### src/rtl/riscv_v_arith_issue_ctrl.sv
// Issue controller for the vector arithmetic ALU: splits an op into DATA_W chunks,
// fetches operands, drives the ALU and writes back results (reductions accumulate).
module riscv_v_arith_issue_ctrl #(
    parameter int unsigned DATA_W     = 128,
    parameter int unsigned MAX_CHUNKS = 8,
    parameter int unsigned ALU_LAT    = 1,
    localparam int unsigned CNT_W     = $clog2(MAX_CHUNKS + 1)
) (
    input  logic              clk,
    input  logic              rst,
    input  logic              op_valid,
    output logic              op_ready,
    input  logic [2:0]        op_code,
    input  logic [1:0]        op_osize,
    input  logic              op_signed,
    input  logic              op_reduct,
    input  logic [CNT_W-1:0]  op_chunks,
    output logic              rd_req,
    output logic [CNT_W-1:0]  rd_idx,
    input  logic [DATA_W-1:0] rd_srca,
    input  logic [DATA_W-1:0] rd_srcb,
    output logic [DATA_W-1:0] alu_srca,
    output logic [DATA_W-1:0] alu_srcb,
    output logic              alu_is_add,
    output logic              alu_is_sub,
    output logic              alu_is_min,
    output logic              alu_is_max,
    output logic              alu_is_set_equal,
    output logic              alu_is_set_nequal,
    output logic              alu_is_set_less,
    output logic              alu_is_set_greater,
    output logic              alu_is_signed,
    output logic              alu_is_reduct,
    output logic [1:0]        alu_osize,
    input  logic [DATA_W-1:0] alu_result,
    input  logic              alu_zf,
    input  logic              alu_cf,
    input  logic              alu_of,
    output logic              wb_valid,
    input  logic              wb_ready,
    output logic [CNT_W-1:0]  wb_idx,
    output logic [DATA_W-1:0] wb_data,
    output logic [2:0]        wb_flags,
    output logic              done
);
    localparam int unsigned LAT_W = (ALU_LAT > 1) ? $clog2(ALU_LAT) : 1;

    typedef enum logic [2:0] {
        S_IDLE, S_READ, S_WAIT, S_EXEC, S_WB, S_DONE
    } state_t;

    state_t state, state_nxt;

    logic [CNT_W-1:0]  idx_q, nchk_q;
    logic [2:0]        code_q;
    logic [1:0]        osize_q;
    logic              sgn_q, red_q;
    logic [DATA_W-1:0] srca_q, srcb_q, acc_q, res_q;
    logic [2:0]        flags_q;
    logic [LAT_W-1:0]  lat_q;

    logic [CNT_W-1:0]  idx_inc_c;
    logic              last_chunk_c, exec_last_c, wb_write_c;

    assign idx_inc_c    = idx_q + CNT_W'(1);
    assign last_chunk_c = (idx_inc_c >= nchk_q);
    assign exec_last_c  = (lat_q == LAT_W'(ALU_LAT - 1));
    // Reductions only write back once, on the final chunk.
    assign wb_write_c   = !red_q || last_chunk_c;

    always_ff @(posedge clk) begin
        if (rst) state <= S_IDLE;
        else     state <= state_nxt;
    end

    always_comb begin
        state_nxt          = state;
        op_ready           = 1'b0;
        rd_req             = 1'b0;
        rd_idx             = '0;
        alu_srca           = '0;
        alu_srcb           = '0;
        alu_is_add         = 1'b0;
        alu_is_sub         = 1'b0;
        alu_is_min         = 1'b0;
        alu_is_max         = 1'b0;
        alu_is_set_equal   = 1'b0;
        alu_is_set_nequal  = 1'b0;
        alu_is_set_less    = 1'b0;
        alu_is_set_greater = 1'b0;
        alu_is_signed      = 1'b0;
        alu_is_reduct      = 1'b0;
        alu_osize          = 2'b00;
        wb_valid           = 1'b0;
        wb_idx             = '0;
        wb_data            = '0;
        wb_flags           = 3'b000;
        done               = 1'b0;
        case (state)
            S_IDLE: begin
                op_ready = 1'b1;
                if (op_valid) state_nxt = (op_chunks == '0) ? S_DONE : S_READ;
            end
            S_READ: begin
                rd_req    = 1'b1;
                rd_idx    = idx_q;
                state_nxt = S_WAIT;
            end
            S_WAIT: state_nxt = S_EXEC;
            S_EXEC: begin
                alu_srca           = srca_q;
                alu_srcb           = (red_q && idx_q != '0) ? acc_q : srcb_q;
                alu_is_add         = (code_q == 3'd0);
                alu_is_sub         = (code_q == 3'd1);
                alu_is_min         = (code_q == 3'd2);
                alu_is_max         = (code_q == 3'd3);
                alu_is_set_equal   = (code_q == 3'd4);
                alu_is_set_nequal  = (code_q == 3'd5);
                alu_is_set_less    = (code_q == 3'd6);
                alu_is_set_greater = (code_q == 3'd7);
                alu_is_signed      = sgn_q;
                alu_is_reduct      = red_q;
                alu_osize          = osize_q;
                if (exec_last_c) state_nxt = S_WB;
            end
            S_WB: begin
                if (wb_write_c) begin
                    wb_valid = 1'b1;
                    wb_idx   = red_q ? '0 : idx_q;
                    wb_data  = res_q;
                    wb_flags = flags_q;
                    if (wb_ready) state_nxt = last_chunk_c ? S_DONE : S_READ;
                end else begin
                    state_nxt = S_READ;
                end
            end
            S_DONE: begin
                done      = 1'b1;
                state_nxt = S_IDLE;
            end
            default: state_nxt = S_IDLE;
        endcase
    end

    // Op latch, operand capture, result sampling and chunk/accumulator bookkeeping.
    always_ff @(posedge clk) begin
        if (rst) begin
            idx_q   <= '0;
            nchk_q  <= '0;
            code_q  <= 3'b000;
            osize_q <= 2'b00;
            sgn_q   <= 1'b0;
            red_q   <= 1'b0;
            srca_q  <= '0;
            srcb_q  <= '0;
            acc_q   <= '0;
            res_q   <= '0;
            flags_q <= 3'b000;
            lat_q   <= '0;
        end else begin
            case (state)
                S_IDLE: begin
                    if (op_valid) begin
                        idx_q   <= '0;
                        nchk_q  <= (op_chunks > CNT_W'(MAX_CHUNKS)) ? CNT_W'(MAX_CHUNKS) : op_chunks;
                        code_q  <= op_code;
                        osize_q <= op_osize;
                        sgn_q   <= op_signed;
                        red_q   <= op_reduct;
                    end
                end
                S_WAIT: begin
                    srca_q <= rd_srca;
                    srcb_q <= rd_srcb;
                    lat_q  <= '0;
                end
                S_EXEC: begin
                    if (exec_last_c) begin
                        res_q   <= alu_result;
                        flags_q <= {alu_cf, alu_of, alu_zf};
                    end else begin
                        lat_q <= lat_q + LAT_W'(1);
                    end
                end
                S_WB: begin
                    if (!wb_write_c) begin
                        acc_q <= res_q;
                        idx_q <= idx_inc_c;
                    end else if (wb_ready) begin
                        idx_q <= idx_inc_c;
                    end
                end
                default: ;
            endcase
        end
    end
endmodule

### config.mk
export PLATFORM = sky130hd
export DESIGN_NAME = riscv_v_arith_issue_ctrl
export DESIGN_NICKNAME = d
export VERILOG_FILES = /design/src/rtl/riscv_v_arith_issue_ctrl.sv
export SDC_FILE = /design/constraint.sdc
export NUM_CORES = 1
export LEC_CHECK = 0
export ABC_AREA = 0
export CAP_MARGIN = 10
export CORE_AREA = 10 10 307 309
export CTS_BUF_LIST = sky130_fd_sc_hd__clkbuf_8 sky130_fd_sc_hd__clkbuf_16
export DETAILED_ROUTE_END_ITERATION = 10
export DIE_AREA = 0 0 317 319
export PLACE_DENSITY_LB_ADDON = 0.2
export SETUP_SLACK_MARGIN = 0.05
export SYNTH_ARGS = -nofsm -noshare
export SYNTH_HDL_FRONTEND = slang
export SYNTH_SLANG_ARGS = --single-unit
### constraint.sdc
create_clock -name clk -period 5.5 [get_ports clk]
set_input_delay 1.65 -clock clk [delete_from_list [all_inputs] [get_ports clk]]
set_output_delay 1.65 -clock clk [all_outputs]
set_load 0.01 [all_outputs]
# [Yosys cells after proc, flatten, opt, wreduce, memory -nomap -nowiden]
# Index checks and enable logic that the tools add are counted.
[totals] elab_cells=89 ff_bits=534 input_bits=402 out_inout_bits=411
[op_classes] n_mux=41 add_sub_neg=2 eq_ne=15 reduce_logical=14 order_cmp=2 n_bitwise=2
[op_table] op="$mux W128" n=5
[op_table] op="$mux W4" n=8
[op_table] op="$mux W3" n=8
[op_table] op="$eq A3 B3 Y1 const B" n=6
[op_table] op="$mux W1" n=16
[op_table] op="$pmux W3 S5" n=1
[op_table] op="$eq A3 B2 Y1 const B" n=4
[op_table] op="$pmux W4 S2" n=1
[op_table] op="$eq A3 B1 Y1 const B" n=2
[op_table] op="$logic_not A3 Y1" n=2
[op_table] op="$reduce_and A2 Y1" n=3
[op_table] op="$reduce_and A3 Y1" n=2
[op_table] op="$add A4 B1 Y4 const B" n=1
[op_table] op="$ge A4 B4 Y1" n=1
[op_table] op="$gt A4 B4 Y1 const B" n=1
[op_table] op="$logic_not A4 Y1" n=1
[op_table] op="$ne A2 B2 Y1 const B" n=2
[op_table] op="$reduce_bool A2 Y1" n=2
[op_table] op="$reduce_bool A4 Y1" n=1
[op_table] op="$ne A3 B3 Y1 const B" n=1
[op_table] op="$mux W2" n=1
[op_table] op="$not A1 Y1" n=2
[op_table] op="$pmux W1 S2" n=1
[op_table] op="$add A1 B1 Y1 const B" n=1
[op_table] op="other kinds (3)" n=3

# [Logic depth before layout (Yosys ltp)]
# Gate-level depths: netlist of run 1.
[depth] depth_word=6 depth_mapped=10 depth_no_buf=8

# [Worst setup path after synthesis of run 1]
# OpenSTA, ideal clock, no wires.
[synth_path] path_kind="register to output" startpoint="register idx_q[0]" endpoint="output port wb_data[100]" arrival_ps=2174 slack_ps=1676 path_buffers=2 stages_incl_launch_ff=11 t_required_ps=3850 cell_sequence="dfxtp_1 -> inv_1 -> ha_1 -> ha_1 -> or3b_1 -> o2111ai_2 -> and3_2 -> nor2_2 -> buf_6 -> buf_6 -> and2_1"
[synth_between] elab_chain_len=5
[synth_lines] item="start: declaration" line_no="54" text="logic [CNT_W-1:0] idx_q, nchk_q;"
[synth_lines] item="start signal: assignment" line_no="188" text="idx_q <= idx_inc_c;"
[synth_lines] item="start signal: assignment" line_no="190" text="idx_q <= idx_inc_c;"
[synth_lines] item="$add A4 B1 Y4" line_no="65" text="assign idx_inc_c = idx_q + CNT_W'(1);"
[synth_lines] item="$ge A4 B4 Y1" line_no="66" text="assign last_chunk_c = (idx_inc_c >= nchk_q);"
[synth_lines] item="$logic_or A1 B1 Y1" line_no="69" text="assign wb_write_c = !red_q || last_chunk_c;"
[synth_lines] item="$mux W128" line_no="127" text="if (wb_write_c) begin"
[synth_lines] item="$mux W128" line_no="99" text="case (state)"
[synth_lines] item="end: declaration" line_no="42" text="output logic [DATA_W-1:0] wb_data,"
# Every way passes these cells.

# [Worst setup path after layout of run 1]
[layout_path] startpoint="register idx_q[0]" endpoint="output port wb_data[124]"
# Same word-level chain as after synthesis.

==> flow_metrics.py, run 1 <==
metrics = {
    "global_route": {
        "grt_overflow": 0,
        "grt_pass1_vias": 22100,
        "grt_pass1_wl_um": 144000,
        "grt_max_degree": 195,
        "antenna_found_initial": 29,
        "grt_usage": 0.185,
    },
    "power_and_ir_drop": {
        "totalPowerFinal_w": 0.00949,
        "powerDensity_nw_per_um2": 284,
        "clock_power_share": 0.457,
        "pwr-share-comb": 0.105,
        "internal_power_w": 0.00706,
        "peakVddDrop_mv": 0.204,
        "p_leak_nw": 11.0,
        "seqPwrFrac": 0.438,
        "swShare": 0.256,
        "switching_power_w": 0.00243,
    },
    "setup_path": {
        "crit_chain": "inv_1, ha_1, ha_1, or3b_1, o2111ai_2, and3_2, nor2_4, buf_6, and2_1, clkdlybuf4s50_1",
        "crit_buf_inv": 3,
        "worst_ep_required_time_ps": 3850,
        "crit_family": "buffers and inverters",
        "start_kind": "register",
        "slowest_stage": "clkdlybuf4s50_1",
        "cp_max_fo": 77,
        "crit_path_frequent_cell": "ha_1",
        "end_kind": "primary output",
        "critical_path_class": "reg -> out",
        "cpPeakStageDelay_ps": 560,
        "critPathArrivalTime_ps": 3530,
    },
    "cts": {
        "clk_pin_slew_ps": 50,
        "cts_tree": "done",
        "cts-root-buf": "clkbuf_16",
        "numCtsBuffers": 66,
        "clockBufferDepth": 3,
        "cts_sinks": 533,
        "clkLatencyLatePin_ps": 600,
        "cts_max_level": 3,
        "hold_buffers": 0,
    },
    "routing": {
        "routed_wl_um": 98400,
        "drt_first_pass_iters": 8,
        "via_per_inst": 4.51,
        "drtAntennaViolNets": 0,
        "drc": 0,
        "post_drt_wl_per_cell_um": 19.7,
        "drt_iter0_drc": 1347,
        "vias": 22500,
    },
    "synthesis": {
        "synth_area_um2": 22300,
        "synth_flop_cell": "dfxtp_1",
        "synth.top_cells.by_area": "dfxtp_1 48%, nand2_1 22%, a21oi_1 15%",
        "synth-edff-count": 0,
        "yosysTopAreaCell": "dfxtp_1",
        "synth_seq_cells": 533,
        "ys.warnings.count": 0,
        "synth.avg_cell_area_um2": 7.21,
        "synth-seq-area-share": 0.478,
        "synthArstFlopShare": 0,
        "synthesis.instances": 3092,
        "synth_nets": 3500,
        "synth_top_cell_area_share": 0.478,
        "yosysUniqueCellTypes": 41,
    },
    "cells_and_area": {
        "syn2layout_area_growth_pct": 49.7,
        "fin_area_um2": 33400,
        "post-route-util": 0.380,
        "finalNonFillerCells": 4990,
        "fin_nets": 4165,
        "layout_common_cells": "1311 x nand2_1, 811 x clkdlybuf4s50_1, 655 x a21oi_1",
        "drive_gt1_frac": 0.0394,
        "final_common_cell": "nand2_1",
    },
    "timing": {
        "rsz0062_at_grt": "false",
        "final_hold_viol_count": 0,
        "relSlewSlack": 0.247,
        "drv_slew": 0,
        "period_share": 0.942,
        "worstMarginPinSlew_ps": 1130,
        "final.setup.tns_ps": 0,
        "fin_crit_ps": 5180,
        "finClkSkew_ps": 21.8,
        "setup_violations": 0,
        "max_freq_ghz": 0.193,
    },
    "outcome": {
        "status": "finished clean",
    },
    "floorplanning": {
        "die_x_um": 317,
        "placementRows": 109,
        "pin_count": 813,
        "start_util": 0.254,
        "fp.coreArea_um2": 88000,
        "die_area_um2": 101000,
        "die_y_um": 319,
    },
    "place": {
        "io_buffers": 812,
        "gp_congestion": 0.800,
        "dp_hpwl_um": 68700,
        "placed_area_um2": 31200,
        "placed_cells": 4854,
    },
    "hold_path": {
        "holdCritPathClass": "reg -> reg",
    },
    "run": {
        "drv_cap": 0,
    },
}
power by group through the flow:
stage,clock network (W),registers [W],logic (W)
after floorplan,0,0.00419,0.000530
after global routing,0.00463,0.00418,0.00111
final,0.00434,0.00415,0.000995
after CTS,0.00450,0.00415,0.00102
after global placement,0,0.00424,0.00101
after detailed placement,0,0.00424,0.00101
per-layer routing:
metal,up-vias,track usage,wire length [um]
li1,11200,-,-
met1,10500,0.211,38900
met2,638,0.308,47700
met3,131,0.0685,9150
met4,14,0.0735,2480
met5,-,0,91
registers in the layout, indices dropped and copies added (netlist names):
| signal | count |
|---|---|
| srcb_q | 128 |
| acc_q | 128 |
| red_q | 1 |
| idx_q | 4 |
| nchk_q | 4 |
| sgn_q | 1 |
| srca_q | 128 |
| code_q | 3 |
| state | 3 |
| flags_q | 3 |
| res_q | 128 |
| osize_q | 2 |
cells by family (layout without fill, tap and decap cells):
family	after synthesis	count (layout)	share of synthesized area
fa+ha+maj	6	6	0.00337
mux	1	1	0.000505
xor+xnor	3	3	0.00118
flops	533	533	0.478
compound gates	667	667	0.152
buf+inv	256	969	0.0554
other cells	0	20	0
simple gates	1626	1626	0.309
path summary, 6_finish.rpt:
path	cells past startpoint	start	to	slack (ps)
hold / removal	2	srca_q[40]	srca_q[40]	450
setup / recovery	10	idx_q[0]	wb_data[124]	320
setup reg to reg	9	idx_q[0]	acc_q[3]	2300
hold reg to reg	2	srca_q[40]	srca_q[40]	450
area by class of cell:
| class | count | area (um2) |
|---|---|---|
| Antenna cell | 20 | 50.0 |
| Clock buffer | 79 | 1840 |
| Clock inverter | 37 | 313 |
| Fill cell | 9375 | 54600 |
| Inverter | 5 | 18.8 |
| Multi-Input combinational cell | 2303 | 10400 |
| Sequential cell | 533 | 10700 |
| Tap cell | 1165 | 1460 |
| Timing Repair Buffer | 848 | 8600 |
cell usage after synthesis, drive strengths merged (2+ instances only):
cell type  number
nand2        1312
a21oi         655
dfxtp         533
and2          271
clkbuf        130
buf           121
nor3           10
nor2            8
ha              6
inv             5
nand3b          4
and3b           3
nand2b          3
nand3           3
nor3b           3
nor4            3
or3b            3
a22o            2
xnor2           2
worst register-to-register path: stages, from the launching register on:
cell,delay (ps)
dfxtp_1,420
inv_1,80
ha_1,320
ha_1,230
or3b_1,400
o2111a_1,200
nor2_4,560
buf_4,570
nand2_1,200
a21oi_1,140
repair_timing:
| item | 4_1_cts | 5_1_grt |
|---|---|---|
| hold endpoints to repair | 0 | 0 |
| buffers inserted | 0 | 0 |
| endpoints found under the setup margin | 0 | 77 |
| gates resized for setup | 0 | 2 |
metrics by stage:
stage	hold WS, ps	setup slack, ps
after floorplan	432	1680
after global placement	437	838
after detailed placement	442	767
after CTS	449	91.7
after global routing	462	55.5
final	447	318
Power figures use the tool's default switching activity.
==> run 2: changes to the inputs <==
- CORE_AREA: 10 10 307 309 -> 10 10 311 313
- DIE_AREA: 0 0 317 319 -> 0 0 321 323
- clock period: 5.5 -> 5 ns (I/O delays scaled with it)
==> run 2 against run 1 <==
  * Clock power increased by 10%
  * Clock skew grew 2.6 ps
  * Flip-flop and latch count is the same
  * Critical endpoint is now wb_data[73]
  * Sequential share of layout area shrank 0.14 points
  * Critical path type unchanged
  * Highest routed layer unchanged
  * Die area rose by 2.5%
  * Combinational power grew 11%
  * Total power is 10% higher
  * Wire length rose by 0.14%
==> flow_metrics.py, run 2 (synthesis results as in run 1) <==
metrics = {
    "cells_and_area": {
        "final_common_cell": "nand2_1",
        "layout_common_cells": "1311 x nand2_1, 808 x clkdlybuf4s50_1, 655 x a21oi_1",
        "fin_nets": 4171,
        "fillers": 9745,
        "drive_gt1_frac": 0.0428,
        "syn2layout_area_growth_pct": 50.5,
    },
    "timing": {
        "finClkSkew_ps": 24.4,
        "relSlewSlack": 0.262,
        "fin_crit_ps": 4840,
        "max_freq_ghz": 0.207,
        "period_share": 0.968,
        "fin_ws_ps": 158,
        "rsz0062_at_grt": "false",
        "drv_slew": 0,
        "final.setup.tns_ps": 0,
        "setup_violations": 0,
        "worstMarginPinSlew_ps": 1110,
        "final_hold_viol_count": 0,
        "fin_hold_ws_ps": 447,
    },
    "routing": {
        "routed_wl_um": 98500,
        "via_per_inst": 4.49,
        "drt_first_pass_iters": 7,
        "vias": 22600,
        "drtAntennaViolNets": 0,
        "drt_iter0_drc": 1259,
        "post_drt_wl_per_cell_um": 19.6,
        "drc": 0,
    },
    "power_and_ir_drop": {
        "powerDensity_nw_per_um2": 312,
        "p_leak_nw": 11.1,
        "seqPwrFrac": 0.437,
        "totalPowerFinal_w": 0.0105,
        "peakVddDrop_mv": 0.176,
        "clock_power_share": 0.458,
        "switching_power_w": 0.00268,
        "internal_power_w": 0.00779,
        "swShare": 0.256,
        "pwr-share-comb": 0.106,
    },
    "setup_path": {
        "r2r_cells": 9,
        "critical_path_class": "reg -> out",
        "worst_ep_required_time_ps": 3500,
        "start_kind": "register",
        "end_kind": "primary output",
        "critPathArrivalTime_ps": 3340,
        "cp_max_fo": 77,
    },
    "cts": {
        "numCtsBuffers": 67,
        "clockBufferDepth": 3,
        "cts_tree": "done",
        "cts_max_level": 3,
        "cts-root-buf": "clkbuf_16",
        "clkLatencyLatePin_ps": 610,
        "cts_sinks": 533,
        "clk_pin_slew_ps": 60,
    },
    "floorplanning": {
        "die_area_um2": 104000,
        "placementRows": 111,
        "start_util": 0.246,
        "die_y_um": 323,
        "pin_count": 813,
        "die_x_um": 321,
        "fp.coreArea_um2": 90800,
    },
    "hold_path": {
        "holdCritPathClass": "reg -> reg",
        "whs_path_depth": 2,
    },
    "place": {
        "dp_hpwl_um": 69300,
        "gp_congestion": 0.801,
        "place_ws_ps": 522,
        "io_buffers": 812,
    },
    "global_route": {
        "antenna_found_initial": 30,
        "grt_max_degree": 154,
        "grt_pass1_wl_um": 144000,
        "grt_usage": 0.180,
        "grt_overflow": 0,
        "grt_pass1_vias": 22200,
    },
    "run": {
        "drv_cap": 0,
    },
    "outcome": {
        "status": "finished clean",
    },
}
[run 2: changes by cell type in the layout (fill, tap and decap cells not counted), moves of 3 or more]
cell / before / now
and2_1: 270 / 267
dlymetal6s2s_1: 0 / 3
dfxtp_1: 533 / 530
clkbuf_8: 12 / 8
buf_12: 15 / 19
and2_4: 1 / 4
clkdlybuf4s50_1: 811 / 808
[run 2: final timing paths]
path                                 start           to  slack, ps
worst max-delay path              idx_q[0]  wb_data[73]        160
worst min-delay path            srca_q[93]   srca_q[93]        450
worst max register to register    idx_q[2]    acc_q[45]       1800
worst min register to register  srca_q[93]   srca_q[93]        450
[run 2: final cells by class]
cell class,count,area [um2],area share
clock buffer,77,1840,0.0547
antenna,21,52.6,0.00157
multi-input combinational,2303,10500,0.312
timing repair buffer,853,8690,0.259
clock inverter,41,332,0.00988
inverter,5,18.8,0.000559
tap,1186,1480,0.0442
sequential,533,10700,0.318
[run 2: worst max-delay path, cell delays in order (launching register included)]
cell and delay, ps:
dfxtp_4 370, inv_1 60, ha_1 310, ha_2 210, or3b_4 390, o2111ai_4 140, and3_4 250, nor2_4 50
buf_12 170, and2_1 230, clkdlybuf4s50_1 490
[run 2: power groups by stage]
stage | logic (W) | registers, W | clock network, W
2_1_floorplan | 0.000583 | 0.00461 | 0
3_3_place_gp | 0.00112 | 0.00466 | 0
3_5_place_dp | 0.00112 | 0.00466 | 0
4_1_cts | 0.00113 | 0.00457 | 0.00496
5_1_grt | 0.00123 | 0.00459 | 0.00511
6_report | 0.00110 | 0.00457 | 0.00479
[run 2: repair_timing]
item | 4_1_cts | 5_1_grt
pin swaps | 0 | 1
setup buffers | 0 | 1
endpoints found under the setup margin | 130 | 131
hold endpoints to repair | 0 | 0
gates resized for setup | 4 | 12
hold buffers | 0 | 0
cloned | 0 | 0
[run 2: routing by layer]
layer / GRT usage / part of all wire / up-vias
li1: - / - / 11200
met1: 0.208 / 0.40 / 10500
met2: 0.301 / 0.48 / 634
met3: 0.0613 / 0.080 / 151
met4: 0.0722 / 0.031 / 14
met5: 0 / 0.00085 / -
[run 2: metrics by stage]
stage          utilization  cell area [um2]  cells
2_1_floorplan            -            22300   3092
3_3_place_gp         0.344            31300   4879
3_5_place_dp         0.344            31300   4879
4_1_cts              0.368            33500   4997
5_1_grt              0.369            33600   5017
6_report             0.370            33600   5019
==> run 3: changes to the inputs <==
- CTS_CLUSTER_DIAMETER: unset -> 40
==> run 3 against run 2 <==
  * Worst setup slack improved by 27 ps
  * Sequential power about the same
  * Maximum frequency increased by 0.57%
  * Combinational power about the same
  * Worst hold slack got worse by 1.2 ps
  * Largest cell class unchanged
  * Clock power increased by 53%
  * Cell area increased by 5.1%
  * Flip-flop and latch count unchanged
  * Critical path depth unchanged
  * Core utilization increased by 1.9 points
  * Wire length increased by 0.97%
  * Critical endpoint is now wb_data[61]
  * Total power increased by 24%
  * Largest power group unchanged
==> flow_metrics.py, run 3 (synthesis results as in run 1) <==
metrics = {
    "outcome": {
        "status": "finished clean",
    },
    "setup_path": {
        "critPathArrivalTime_ps": 3310,
        "end_kind": "primary output",
        "worst_ep_required_time_ps": 3500,
        "start_kind": "register",
        "cp_max_fo": 55,
        "critical_path_class": "reg -> out",
    },
    "global_route": {
        "grt_overflow": 0,
        "grt_pass1_wl_um": 145000,
        "grt_pass1_vias": 22600,
        "grt_max_degree": 154,
        "antenna_found_initial": 31,
        "grt_usage": 0.182,
    },
    "place": {
        "placed_cells": 4879,
        "dp_hpwl_um": 69300,
        "gp_congestion": 0.801,
        "io_buffers": 812,
    },
    "cts": {
        "clk_pin_slew_ps": 40,
        "cts_sinks": 533,
        "hold_buffers": 0,
        "cts-root-buf": "clkbuf_16",
        "clockBufferDepth": 3,
        "cts_tree": "done",
        "cts_max_level": 3,
        "numCtsBuffers": 107,
        "clkLatencyLatePin_ps": 660,
    },
    "timing": {
        "period_share": 0.963,
        "worstMarginPinSlew_ps": 1110,
        "max_freq_ghz": 0.208,
        "finClkSkew_ps": 22.7,
        "fin_crit_ps": 4810,
        "drv_slew": 0,
        "setup_violations": 0,
        "final.setup.tns_ps": 0,
        "rsz0062_at_grt": "true",
        "fin_hold_ws_ps": 446,
        "relSlewSlack": 0.259,
        "final_hold_viol_count": 0,
    },
    "cells_and_area": {
        "fin_nets": 4211,
        "syn2layout_area_growth_pct": 58.1,
        "post-route-util": 0.388,
        "finalNonFillerCells": 5098,
        "final_common_cell": "nand2_1",
        "layout_common_cells": "1311 x nand2_1, 719 x clkdlybuf4s50_1, 654 x a21oi_1",
        "drive_gt1_frac": 0.0635,
    },
    "floorplanning": {
        "placementRows": 111,
        "die_x_um": 321,
        "die_y_um": 323,
        "die_area_um2": 104000,
        "fp.coreArea_um2": 90800,
        "pin_count": 813,
        "start_util": 0.246,
    },
    "power_and_ir_drop": {
        "powerDensity_nw_per_um2": 369,
        "p_leak_nw": 13.1,
        "peakVddDrop_mv": 0.254,
    },
    "hold_path": {
        "holdCritPathClass": "reg -> reg",
    },
    "routing": {
        "drtAntennaViolNets": 0,
        "via_per_inst": 4.48,
        "drt_first_pass_iters": 6,
        "post_drt_wl_per_cell_um": 19.5,
        "drc": 0,
        "routed_wl_um": 99500,
        "vias": 22900,
        "drt_iter0_drc": 1251,
    },
    "run": {
        "drv_cap": 0,
    },
}
[run 3: critical path, stage by stage, from the launching register on]
cell             delay (ps)
dfxtp_4                 370
inv_1                    60
ha_1                    330
ha_4                    190
or3b_4                  390
o2111ai_4               140
and3_4                  250
nor2_4                   50
buf_12                  170
and2_1                  200
clkdlybuf4s50_1         480
[run 3: cell type report]
type,count,area [um2]
Multi-Input combinational cell,2303,10500
Fill cell,9590,55600
Antenna cell,22,55.1
Sequential cell,533,10700
Clock inverter,69,754
Timing Repair Buffer,853,8810
Inverter,5,18.8
Clock buffer,127,2980
Tap cell,1186,1480
[run 3: final timing paths]
path / startpoint / cells past startpoint / endpoint / slack, ps
worst min-delay path: srca_q[93] / 2 / srca_q[93] / 450
worst max register to register: idx_q[2] / 9 / acc_q[67] / 1860
worst min register to register: srca_q[93] / 2 / srca_q[93] / 450
worst max-delay path: idx_q[0] / 10 / wb_data[61] / 190
[run 3: per-stage QoR]
| stage | area, um2 | total power [W] | worst slack, ps |
|---|---|---|---|
| after CTS | 35000 | 0.0132 | 61.4 |
| final | 35300 | 0.0130 | 186 |
| after detailed placement | 31300 | 0.00578 | 522 |
| after floorplan | 22300 | 0.00519 | 1330 |
| after global placement | 31300 | 0.00578 | 554 |
| after global routing | 35300 | 0.0135 | 40.0 |
[run 3: what timing repair did]
item / 4_1_cts / 5_1_grt
buffers inserted: 1 / 0
pin swaps: 1 / 1
gates resized for setup: 37 / 71
setup endpoints to repair: 131 / 102
[run 3: metal layers]
metal / track usage / vias up / routed length (um)
li1: - / 11300 / -
met5: 0 / - / 78
met3: 0.0694 / 169 / 8310
met1: 0.208 / 10700 / 40200
met2: 0.303 / 669 / 47800
met4: 0.0722 / 14 / 3060
[run 3: where the power goes]
part | leakage (nW) | internal, W | total [W] | switching, W
Clock | 1.85 | 0.00488 | 0.00732 | 0.00245
Combinational | 6.96 | 0.000506 | 0.00111 | 0.000601
Sequential | 4.31 | 0.00446 | 0.00458 | 0.000125
Total | 13.1 | 0.00984 | 0.0130 | 0.00317
